**src/rtl/fx_mac_feeder.sv**
```systemverilog
// fx_mac_feeder: weight bank plus ping-pong activation buffer issuing K-pair bursts to the MAC
module fx_mac_feeder #(
    parameter int WIDTH = 8,
    parameter int K = 9,
    parameter int GAP = 5,
    localparam int AW = (K > 1) ? $clog2(K) : 1
) (
    input  logic             clk_i,
    input  logic             rst,
    input  logic             w_we,
    input  logic [AW-1:0]    w_addr,
    input  logic [WIDTH-1:0] w_data,
    input  logic             d_vld,
    output logic             d_rdy,
    input  logic [WIDTH-1:0] d_data,
    output logic             mac_vld_o,
    output logic [WIDTH-1:0] mac_win_o,
    output logic [WIDTH-1:0] mac_din_o,
    output logic             busy_o
);
    localparam int GW = $clog2(GAP + 1);

    typedef enum logic [1:0] {S_IDLE, S_BURST, S_GAP} state_t;

    state_t           state_q;
    logic [WIDTH-1:0] w_q [K];
    logic [WIDTH-1:0] bank_q [2][K];
    logic [1:0]       full_q, full_d;
    logic             fill_bank_q, rd_bank_q;
    logic [AW-1:0]    fill_idx_q, idx_q, rd_idx;
    logic [GW-1:0]    gap_cnt_q;
    logic             mac_vld_q;
    logic [WIDTH-1:0] mac_win_q, mac_din_q;
    logic             d_acc, last_beat, burst_end, gap_done, start, issue;

    assign d_rdy     = ~rst & ~full_q[fill_bank_q];
    assign d_acc     = d_vld & d_rdy;
    assign last_beat = d_acc & (fill_idx_q == AW'(K - 1));
    assign burst_end = (state_q == S_BURST) & (idx_q == AW'(K - 1));
    assign gap_done  = (state_q == S_GAP) & (gap_cnt_q == GW'(GAP - 1));
    // a burst may start from IDLE or directly at the end of the gap
    assign start     = full_q[rd_bank_q] & ((state_q == S_IDLE) | gap_done);
    assign issue     = start | ((state_q == S_BURST) & ~burst_end);
    assign rd_idx    = start ? '0 : idx_q + AW'(1);
    assign busy_o    = (|full_q) | (state_q != S_IDLE);
    assign mac_vld_o = mac_vld_q;
    assign mac_win_o = mac_win_q;
    assign mac_din_o = mac_din_q;

    // fill and drain always touch different banks, so set and clear never collide
    always_comb begin
        full_d = full_q;
        full_d[fill_bank_q] = full_q[fill_bank_q] | last_beat;
        full_d[rd_bank_q] = full_d[rd_bank_q] & ~burst_end;
    end

    // weight bank, writable only while nothing is buffered or in flight
    always_ff @(posedge clk_i or posedge rst) begin
        if (rst) begin
            for (int i = 0; i < K; i++) w_q[i] <= '0;
        end else if (w_we & ~busy_o & ({1'b0, w_addr} < (AW + 1)'(K))) begin
            w_q[w_addr] <= w_data;
        end
    end

    // buffer bookkeeping: fill pointer, full flags and read bank
    always_ff @(posedge clk_i or posedge rst) begin
        if (rst) begin
            full_q      <= '0;
            fill_bank_q <= 1'b0;
            fill_idx_q  <= '0;
            rd_bank_q   <= 1'b0;
        end else begin
            full_q    <= full_d;
            rd_bank_q <= rd_bank_q ^ burst_end;
            if (d_acc) begin
                fill_idx_q  <= last_beat ? '0 : fill_idx_q + AW'(1);
                fill_bank_q <= fill_bank_q ^ last_beat;
            end
        end
    end

    // activation storage needs no reset: full flags gate every read
    always_ff @(posedge clk_i) begin
        if (d_acc) bank_q[fill_bank_q][fill_idx_q] <= d_data;
    end

    // issue FSM with registered valid and data so pairs stay aligned
    always_ff @(posedge clk_i or posedge rst) begin
        if (rst) begin
            state_q   <= S_IDLE;
            idx_q     <= '0;
            gap_cnt_q <= '0;
            mac_vld_q <= 1'b0;
            mac_win_q <= '0;
            mac_din_q <= '0;
        end else begin
            state_q   <= issue ? S_BURST : burst_end ? S_GAP : gap_done ? S_IDLE : state_q;
            gap_cnt_q <= (state_q == S_GAP) ? gap_cnt_q + GW'(1) : '0;
            mac_vld_q <= issue;
            if (issue) begin
                idx_q     <= rd_idx;
                mac_win_q <= w_q[rd_idx];
                mac_din_q <= bank_q[rd_bank_q][rd_idx];
            end
        end
    end
endmodule

```
**config.mk**
```make
export PLATFORM = sky130hd
export DESIGN_NAME = fx_mac_feeder
export DESIGN_NICKNAME = d
export VERILOG_FILES = /design/src/rtl/fx_mac_feeder.sv
export SDC_FILE = /design/constraint.sdc
export NUM_CORES = 1
export LEC_CHECK = 0
export BUFFER_PORTS_ARGS = -buffer_cell sky130_fd_sc_hd__buf_2
export CAP_MARGIN = 25
export CORE_MARGIN = 3
export CORE_UTILIZATION = 66
export DETAILED_ROUTE_END_ITERATION = 10
export GPL_TIMING_DRIVEN = 0
export PLACE_DENSITY = 0.84
export SETUP_SLACK_MARGIN = 0.05
export SYNTH_ARGS = -nofsm -noshare
export SYNTH_HDL_FRONTEND = slang
export SYNTH_SLANG_ARGS = --single-unit
```
**constraint.sdc**
```tcl
create_clock -name clk_i -period 7.7 [get_ports clk_i]
set_input_delay 0.77 -clock clk_i [delete_from_list [all_inputs] [get_ports clk_i]]
set_output_delay 0.77 -clock clk_i [all_outputs]
set_load 0.01 [all_outputs]
```
==> results.md <==
- Via density: 6.53
- Final Util: 0.755
- Pre-Repair DR Iteration Count: 6
- Cell taking the most area after synthesis: edfxtp_1
- Initial core utilization: 0.677
- P_leak: 0.00456 uW
- Fin crit period: 3880 ps
- Design area: ~12,000 um^2
- Main flop type after synthesis: edfxtp_1
- Fmax achieved: 0.258 GHz
- Synth top area share: 0.402
- Area grow syn2layout: 11.5%
- # rows: 46
- Final hold slack: 417 ps
- Synth async-reset ratio: 0.424
- R2R Path Start: idx_q[0]
- Boundary Pins: 43
- Yosys warnings: 0
- CTS root buffer: clkbuf_16
- Max VDD drop: between 0.2 and 0.3 mV
- Slew HR: 0.382
- Routed Antenna Nets: 0
- Die height: 134 um
- Unique masters post-synth: 64
- CP startpoint: idx_q[0]
- Cts repair resizes: 0
- Synth top area cells: edfxtp_1 (40%), dfrtp_1 (25%), mux2_2 (9.4%), mux4_2 (5.0%), mux2i_1 (2.8%)
- Final worst path period share: 0.504
- Worst skew pair latency: 530 ps
- Final setup viols: 0
- Syn Inst Count: ~700
- GRT Util Overall: 0.281
- Seq/Total Area, Yosys: 0.649
- Most frequent cells in the layout: edfxtp_1 (144), dfrtp_1 (106), mux2_2 (90)
- Die width: 134 um
- Vias post-DR: 6,516
- Clock-pin slew on the worst setup and hold paths: 60 ps
- Max-slew violations: 0
- Post-synthesis register bit count: 250
- IO Port Bufs: 40
- Mean routed wirelength per cell: 24.7 um
- Drt total wl: ~25,000 um
- Post-Syn Area per Cell: between 15 and 20 um^2
- TritonCTS Buffers: 25
- Placed Area: 11,200 um^2
- Initial antenna violation count: 0
- CTS tree: yes
- Syn_nets: about 730
- Core Box Area: 15,900 um^2
- Clock skew: around 21 ps
- H-tree Lvls: 1
- Ant diodes: 0
- Final Hold Violating Endpoints: 0
- Crit Path Class: flop to flop
- Synthesized area: about 11,000 um^2
- Pin count of the biggest net entering global routing: 64
- Post-CTS Hold Fix Bufs: 0
- Commonest non-fill, non-tap cell in the layout: edfxtp_1
- # DRC: 0
- PnR worst setup slack: 3820 ps
- Final Wtd Congestion: 0.938
- Max-cap violations: 0
- CP Capture Type: flop
- Crit path DAT: 4260 ps
- First-pass GRT wire length: ~38,000 um
- Crit path max fanout: 10
- Share of layout cells above drive strength 1: 0.289
- Die ar.: 17,900 um^2
- Total gr overflow: 0
- Worst hold path type: input pin to async pin
- Status: finished, final reports clean
- Layout Nets: around 800
- Startpoint Class: flop
- Number of enable flip-flop cells after synthesis: 144
- Iteration-0 DRC Markers: 638
- Setup TNS Final: 0 ps
- Pwr per Cell Area: 403 nW/um^2
- Clock Tree Buf Depth: 3
- Clock Sinks: 250
- RSZ-0062 raised after global routing: false
- Crit path required time: 8080 ps
- Least-Margin Pin Slew: 923 ps
- Setup Slack @ Placement: 3910 ps
- HPWL after DPL: 16,700 um
- Setup Fix Bufs, Post-CTS: 0
- Vias in the first global route: 6,729
## state kept, by name, indices dropped and copies added (netlist names)
signal and count:
bank_q 144, w_q 72, mac_din_o 8, mac_win_o 8, fill_idx_q 4, idx_q 4
gap_cnt_q 3, full_q 2, state_q 2, fill_bank_q 1, mac_vld_o 1, rd_bank_q 1
## Yosys cell counts (3+ instances only)
library cell and instances:
a211oi_1 3, a21oi_1 18, a221o_1 4, a22oi_1 14
a31oi_1 4, and2_1 3, buf_1 5, buf_2 12
buf_4 5, buf_6 3, clkbuf_1 9, dfrtp_1 106
edfxtp_1 144, ha_1 10, inv_1 11, mux2_2 90
mux2i_1 30, mux4_2 24, nand2_1 36, nand2b_1 6
nand3_1 8, nor2_1 40, nor3_1 5, nor4_1 3
o211ai_1 5, o21ai_0 22, o21ai_1 4, o221ai_1 3
o22ai_1 7, o31ai_1 11, xnor2_1 5
## where the power goes
group / leakage [uW] / switching, uW / internal, uW
sequential: 0.00263 / 179 / 1710
clock: 0.000369 / 487 / 640
combinational: 0.00156 / 1060 / 766
## kinds of logic (layout without fill, tap and decap cells)
family,Yosys count,after routing,synth area share
flip-flops,250,250,0.649
adder cells (fa/ha/maj),10,10,0.0116
AND/OR/NAND/NOR,122,122,0.0624
buffers and inverters,46,131,0.0213
XOR/XNOR,8,8,0.00722
multiplexers,145,145,0.174
AO/OA/AOI/OAI,116,116,0.0750
## worst max-delay path, stage by stage, from the launching register on
cell      delay [ps]
dfrtp_1          350
buf_2            270
buf_2            440
inv_1            190
clkbuf_1         320
ha_1             400
clkbuf_1         490
mux4_2           430
nand2_1           90
o31ai_1          100
o31ai_1          460
o221ai_1         190
## through the flow
stage / total power (uW) / std cells
floorplan: 3130 / 697
global placement: 3600 / 953
detailed placement: 3690 / 954
CTS: 4820 / 998
global route: 5050 / 998
finish: 4840 / 998
## routing by layer
| metal | global-route usage | wire length (um) | vias to the layer above |
|---|---|---|---|
| li1 | - | - | 2817 |
| met1 | 0.401 | 9760 | 3303 |
| met2 | 0.456 | 12000 | 342 |
| met3 | 0.0476 | 2160 | 54 |
| met4 | 0.0829 | 716 | 0 |
| met5 | 0 | 0 | - |
## area by class of cell
| class | count | area (um^2) |
|---|---|---|
| plain buffers | 34 | 184 |
| clock buffers | 33 | 666 |
| clock inverters | 11 | 82.6 |
| fillers | 961 | 3890 |
| inverters | 12 | 47.5 |
| multi-input cells | 401 | 3540 |
| flip-flops and latches | 250 | 6980 |
| well taps | 216 | 270 |
| repair buffers | 41 | 220 |
## final timing paths
kind	slack, ps	cells past startpoint	endpoint
setup / recovery	3820	11	mac_din_o[2]
hold reg to reg	480	2	mac_din_o[2]
hold / removal	420	2	fill_idx_q[3]
min in group clk_i	480	2	mac_din_o[2]
max in group asynchronous	6560	3	w_q[15]
setup reg to reg	3820	11	mac_din_o[2]
No activity file was read; power rests on OpenSTA's default activity.
